File: src/rtl/pool_layer_generic.sv
// Streaming max/average pooling over non-overlapping POOL_SIZE x POOL_SIZE windows of a
// channel-major raster; trailing rows/columns that do not fill a window are cropped.
module pool_layer_generic #(
    parameter int IMG_SIZE   = 10,
    parameter int CHANNELS   = 3,
    parameter int POOL_SIZE  = 2,
    parameter int DATA_WIDTH = 16,
    localparam int CH_W      = (CHANNELS > 1) ? $clog2(CHANNELS) : 1
) (
    input  logic                         clk,
    input  logic                         reset,
    input  logic                         start_pool,
    input  logic                         mode,
    input  logic                         data_valid,
    input  logic signed [DATA_WIDTH-1:0] data_in,
    output logic                         busy,
    output logic                         result_valid,
    output logic signed [DATA_WIDTH-1:0] data_out,
    output logic [CH_W-1:0]              result_channel,
    output logic                         finish_pool,
    output logic [1:0]                   dbg_state
);

    localparam int OUT_DIM = IMG_SIZE / POOL_SIZE;
    localparam int LOG_P   = $clog2(POOL_SIZE);
    localparam int ACC_W   = DATA_WIDTH + 2 * LOG_P;
    localparam int CW      = $clog2(IMG_SIZE);
    localparam int BW      = (OUT_DIM > 1) ? $clog2(OUT_DIM) : 1;

    localparam logic [CW:0]     CROP     = (CW + 1)'(OUT_DIM * POOL_SIZE);
    localparam logic [CW-1:0]   LAST_POS = CW'(IMG_SIZE - 1);
    localparam logic [CH_W-1:0] LAST_CH  = CH_W'(CHANNELS - 1);

    typedef enum logic [1:0] {
        IDLE = 2'd0,
        RUN  = 2'd1,
        DONE = 2'd2
    } state_t;

    // Handshake: there is no ready. In RUN every cycle with data_valid high consumes
    // data_in; result_valid and finish_pool are single-cycle strobes that cannot stall.
    state_t                  state;
    logic [CW-1:0]           col;
    logic [CW-1:0]           row;
    logic [CH_W-1:0]         ch;
    logic                    mode_r;
    logic signed [ACC_W-1:0] acc_buf [OUT_DIM];

    logic [BW-1:0]           idx;
    logic                    in_win;
    logic                    win_first;
    logic                    win_last;
    logic                    last_pix;
    logic signed [ACC_W-1:0] cur;
    logic signed [ACC_W-1:0] pix_ext;
    logic signed [ACC_W-1:0] upd;
    logic signed [ACC_W-1:0] avg;

    assign dbg_state = state;

    always_comb begin
        idx       = BW'(col >> LOG_P);
        in_win    = ({1'b0, col} < CROP) && ({1'b0, row} < CROP);
        win_first = (col[LOG_P-1:0] == '0) && (row[LOG_P-1:0] == '0);
        win_last  = (&col[LOG_P-1:0]) && (&row[LOG_P-1:0]);
        last_pix  = (col == LAST_POS) && (row == LAST_POS) && (ch == LAST_CH);
        cur       = acc_buf[idx];
        pix_ext   = {{(ACC_W - DATA_WIDTH){data_in[DATA_WIDTH-1]}}, data_in};
        if (win_first) begin
            upd = pix_ext;
        end else if (mode_r) begin
            upd = cur + pix_ext;
        end else begin
            upd = (pix_ext > cur) ? pix_ext : cur;
        end
        // Arithmetic shift floors the mean, so negative averages round toward -inf.
        avg = upd >>> (2 * LOG_P);
    end

    always_ff @(posedge clk) begin
        if (reset) begin
            state          <= IDLE;
            busy           <= 1'b0;
            result_valid   <= 1'b0;
            finish_pool    <= 1'b0;
            data_out       <= '0;
            result_channel <= '0;
            col            <= '0;
            row            <= '0;
            ch             <= '0;
            mode_r         <= 1'b0;
        end else begin
            result_valid <= 1'b0;
            finish_pool  <= 1'b0;
            case (state)
                IDLE: begin
                    if (start_pool) begin
                        state  <= RUN;
                        busy   <= 1'b1;
                        col    <= '0;
                        row    <= '0;
                        ch     <= '0;
                        mode_r <= mode;
                    end
                end
                RUN: begin
                    if (data_valid) begin
                        if (in_win) begin
                            acc_buf[idx] <= upd;
                            if (win_last) begin
                                result_valid   <= 1'b1;
                                data_out       <= mode_r ? avg[DATA_WIDTH-1:0] : upd[DATA_WIDTH-1:0];
                                result_channel <= ch;
                            end
                        end
                        if (col == LAST_POS) begin
                            col <= '0;
                            if (row == LAST_POS) begin
                                row <= '0;
                                ch  <= (ch == LAST_CH) ? '0 : ch + 1'b1;
                            end else begin
                                row <= row + 1'b1;
                            end
                        end else begin
                            col <= col + 1'b1;
                        end
                        if (last_pix) begin
                            state       <= DONE;
                            finish_pool <= 1'b1;
                        end
                    end
                end
                DONE: begin
                    state <= IDLE;
                    busy  <= 1'b0;
                end
                default: begin
                    state <= IDLE;
                    busy  <= 1'b0;
                end
            endcase
        end
    end

endmodule

File: config.mk
export PLATFORM = sky130hd
export DESIGN_NAME = pool_layer_generic
export DESIGN_NICKNAME = d
export VERILOG_FILES = /design/src/rtl/pool_layer_generic.sv
export SDC_FILE = /design/constraint.sdc
export NUM_CORES = 1
export LEC_CHECK = 0
export BUFFER_PORTS_ARGS = -buffer_cell sky130_fd_sc_hd__buf_4
export CAP_MARGIN = 20
export CORE_ASPECT_RATIO = 1.4
export CORE_MARGIN = 2
export CORE_UTILIZATION = 45
export CTS_CLUSTER_DIAMETER = 150
export CTS_CLUSTER_SIZE = 14
export DETAILED_ROUTE_END_ITERATION = 12
export GPL_ROUTABILITY_DRIVEN = 0
export SYNTH_ARGS = -nofsm -noshare
export SYNTH_HDL_FRONTEND = slang
export SYNTH_SLANG_ARGS = --single-unit
File: constraint.sdc
create_clock -name clk -period 7.6 [get_ports clk]
set_input_delay 1.14 -clock clk [delete_from_list [all_inputs] [get_ports clk]]
set_output_delay 1.14 -clock clk [all_outputs]
set_load 0.03 [all_outputs]
==> results_dict.tcl <==
set metrics [dict create \
    status "completed" \
    route.antenna.remaining_nets 0 \
    syn_area_per_cell_um2 11.4 \
    cts.sink_count 127 \
    cp_data_arrival_time_ns 5.63 \
    syn_nets 693 \
    number_of_antenna_violations_at_the_first_check_in_global_routing 0 \
    power.density_cell_area_nw_per_um2 215 \
    coreArea_um2 16000 \
    critPathKind "reg -> reg" \
    worst_setup_hold_path_clk_slew_ns 0.07 \
    grt_start_max_net_pins 39 \
    area_growth_pct 14.3 \
    drt_first_iter_violations 405 \
    timing.final.hold_violations 0 \
    power_uw 1790 \
    via_count_of_the_first_global_routing_pass 5329 \
    share_of_synthesized_registers_carrying_an_async_set_or_reset_pct 0 \
    synth_flop_cell "sky130_fd_sc_hd__edfxtp_1" \
    cts_hold_repair.buffers 0 \
    crit_path_start_kind "flip-flop" \
    htreeDepth 4 \
    netlist_area_um2 7280 \
    final_critical_path_setup_slack_ns 2.11 \
    timing.setup.tns_ns 0 \
    finalCritPeriodShare_pct 72.3 \
    final_layout_size_suffix_gt1_share_pct 21.4 \
    grt_first_pass_wirelength_mm 29.2 \
    clock_tree.buffer_depth 2 \
    final.min_clock_period_ns 5.49 \
    remaining_drc_errors 0 \
    fp-row-count 55 \
    drt-total-wl_mm 18.6 \
    grt_setup_unrepaired "false" \
    maxCapViolations 0 \
    place.port_buffers 43 \
    fin_util_pct 52.1 \
    cts_setup_buffers 0 \
    critPathMaxFanout 19 \
    drt-wirelength-per-cell_um 21.2 \
    report.final.slew_viol_count 0 \
    track_usage_pct 22.0 \
    maxClockFrequency_mhz 182 \
    static-leakage-power_uw 0.00295 \
    worst_clock_skew_ns 0.0107 \
    seq_area_frac_synth_pct 47.3 \
    place_worst_setup_slack_ns 1.88 \
    clk-insertion-delay-late_ns 0.41 \
    place.detailed.hpwl_mm 12.9 \
    fp.dieH_um 154 \
    cts-buffers-inserted 17 \
    worst_min_delay_path_class "reg -> reg" \
    synth-edff-count 90 \
    initial_core_util_pct 45.6 \
    io_pins 44 \
    critical_path_required_ns 7.74 \
    finalSetupViolations 0 \
    detailedRoute.firstPassIterationCount 6 \
    kind_of_capture_point_of_the_worst_setup_path "flip-flop" \
    die_area_um2 17200 \
    syn_inst 636 \
    drt_via_density 6.02 \
    unique_masters_post_synth 87 \
    placedCellCount 845 \
    finalNonFillerCells 878 \
    post_cts.resized_instances 0 \
    cts_root_buf "sky130_fd_sc_hd__clkbuf_16" \
    antenna_cells 0 \
    ys_seq_elements 127 \
    slew_headroom_pct 25.1 \
    tritoncts_clock_tree "built" \
    ys.warnings.count 0 \
    max_slew.worst_pin.slew_ns 1.12 \
    route.vias.total 5288 \
    worst_hold_startpoint "result_channel[0]" \
    die_w_um 111 \
    grt_remaining_overflow 0 \
    vdd_ir_drop_max_mv 0.149 \
    design.final.nets 723 \
]
-- critical path, cell delays in order, from the launching register on --
cell and delay, ns:
sky130_fd_sc_hd__dfxtp_1 0.67, sky130_fd_sc_hd__buf_8 0.23, sky130_fd_sc_hd__buf_4 0.19, sky130_fd_sc_hd__mux4_2 0.50
sky130_fd_sc_hd__mux2i_1 0.36, sky130_fd_sc_hd__ha_1 0.40, sky130_fd_sc_hd__nand4_2 0.18, sky130_fd_sc_hd__a211oi_1 0.07
sky130_fd_sc_hd__o21ba_2 0.24, sky130_fd_sc_hd__nor4_4 0.76, sky130_fd_sc_hd__o31a_1 0.99, sky130_fd_sc_hd__a22oi_1 0.13
sky130_fd_sc_hd__o21ai_0 0.49
-- through the flow --
step | hold slack, ns | area (um^2)
3_5_place_dp | 0.457 | 7710
4_1_cts | 0.467 | 8300
3_3_place_gp | 0.445 | 7710
6_report | 0.464 | 8320
5_1_grt | 0.498 | 8320
2_1_floorplan | 0.466 | 7280
-- cell families after synthesis --
group | share of synthesized area [%]
fa+ha+maj | 6.29
compound gates | 17.9
flops | 47.3
mux | 9.39
xor+xnor | 1.81
simple gates | 12.5
buf+inv | 4.80
-- per-layer routing --
layer / wire length, um / vias to the layer above / GRT usage, %
met3: 899 / 34 / 3.80
met1: 7800 / 2617 / 27.5
li1: - / 2480 / -
met2: 9290 / 157 / 37.5
met4: 591 / 0 / 9.35
met5: 0 / - / 0
-- synth_stat cells, types with 11 or more instances --
cell                       number  area share (%)
sky130_fd_sc_hd__mux4_2        18             5.6
sky130_fd_sc_hd__mux2i_1       21             2.9
sky130_fd_sc_hd__inv_1         38             2.0
sky130_fd_sc_hd__ha_1          35             6.0
sky130_fd_sc_hd__edfxtp_1      90              37
sky130_fd_sc_hd__xnor2_1       11             1.3
sky130_fd_sc_hd__nor3_1        12            0.83
sky130_fd_sc_hd__a21oi_1       35             2.4
sky130_fd_sc_hd__o21ai_0       22             1.5
sky130_fd_sc_hd__clkbuf_1      24             1.2
sky130_fd_sc_hd__nor2_1        53             2.7
sky130_fd_sc_hd__nand2_1       28             1.4
sky130_fd_sc_hd__dfxtp_1       37              10
-- flip-flops by register name, summed over array words and instances, names as in the netlist, named ones only --
name,count
result_channel,2
finish_pool,1
mode_r,1
ch,2
row,4
col,4
busy,1
acc_buf,90
data_out,16
result_valid,1
dbg_state,2
-- worst paths after layout --
kind	endpoint	slack [ns]	depth (start not counted)
worst max-delay path	acc_buf[3][3]	2.11	12
worst min-delay path	result_channel[0]	0.46	2
worst max register to register	acc_buf[3][3]	2.11	12
worst min register to register	result_channel[0]	0.46	2
-- cell usage in the layout, fill, tap and decap left out, types with 5 or more instances in the layout --
| master | instances |
|---|---|
| sky130_fd_sc_hd__clkbuf_16 | 18 |
| sky130_fd_sc_hd__a22oi_1 | 6 |
| sky130_fd_sc_hd__nand2b_1 | 6 |
| sky130_fd_sc_hd__mux2i_1 | 21 |
| sky130_fd_sc_hd__dfxtp_1 | 37 |
| sky130_fd_sc_hd__o21ai_0 | 22 |
| sky130_fd_sc_hd__a21oi_1 | 35 |
| sky130_fd_sc_hd__or2_2 | 5 |
| sky130_fd_sc_hd__xnor2_1 | 11 |
| sky130_fd_sc_hd__o31ai_1 | 7 |
| sky130_fd_sc_hd__a211oi_1 | 7 |
| sky130_fd_sc_hd__inv_1 | 38 |
| sky130_fd_sc_hd__a211oi_2 | 6 |
| sky130_fd_sc_hd__nor3_1 | 11 |
| sky130_fd_sc_hd__or3_1 | 5 |
| sky130_fd_sc_hd__a21o_1 | 5 |
| sky130_fd_sc_hd__ha_1 | 35 |
| sky130_fd_sc_hd__inv_6 | 7 |
| sky130_fd_sc_hd__nand2_1 | 28 |
| sky130_fd_sc_hd__mux2_2 | 6 |
| sky130_fd_sc_hd__nor4_1 | 5 |
| sky130_fd_sc_hd__and2_1 | 6 |
| sky130_fd_sc_hd__nor2b_1 | 6 |
| sky130_fd_sc_hd__mux4_2 | 18 |
| sky130_fd_sc_hd__edfxtp_1 | 90 |
| sky130_fd_sc_hd__nor3b_1 | 7 |
| sky130_fd_sc_hd__a311oi_1 | 8 |
| sky130_fd_sc_hd__buf_4 | 51 |
| sky130_fd_sc_hd__nor2_1 | 52 |
| sky130_fd_sc_hd__o21a_1 | 7 |
| sky130_fd_sc_hd__o211ai_1 | 7 |
| sky130_fd_sc_hd__nand3_1 | 10 |
-- area by class of cell --
class                           count  area (um^2)
Fill cell                        1353         7650
Multi-Input combinational cell    430         3490
Sequential cell                   127         3440
Clock buffer                       19          454
Timing Repair Buffer               52          398
Tap cell                          199          249
Inverter                           38          143
Clock inverter                     13          136
-- report_power, final --
group	total [uW]	switching, uW	internal (uW)	leakage (uW)
sequential	758	3.89	754	0.00111
clock	821	339	483	0.000290
combinational	212	136	76.0	0.00155
total	1790	479	1310	0.00295
Note: power is estimated with default switching activity, not from simulation.
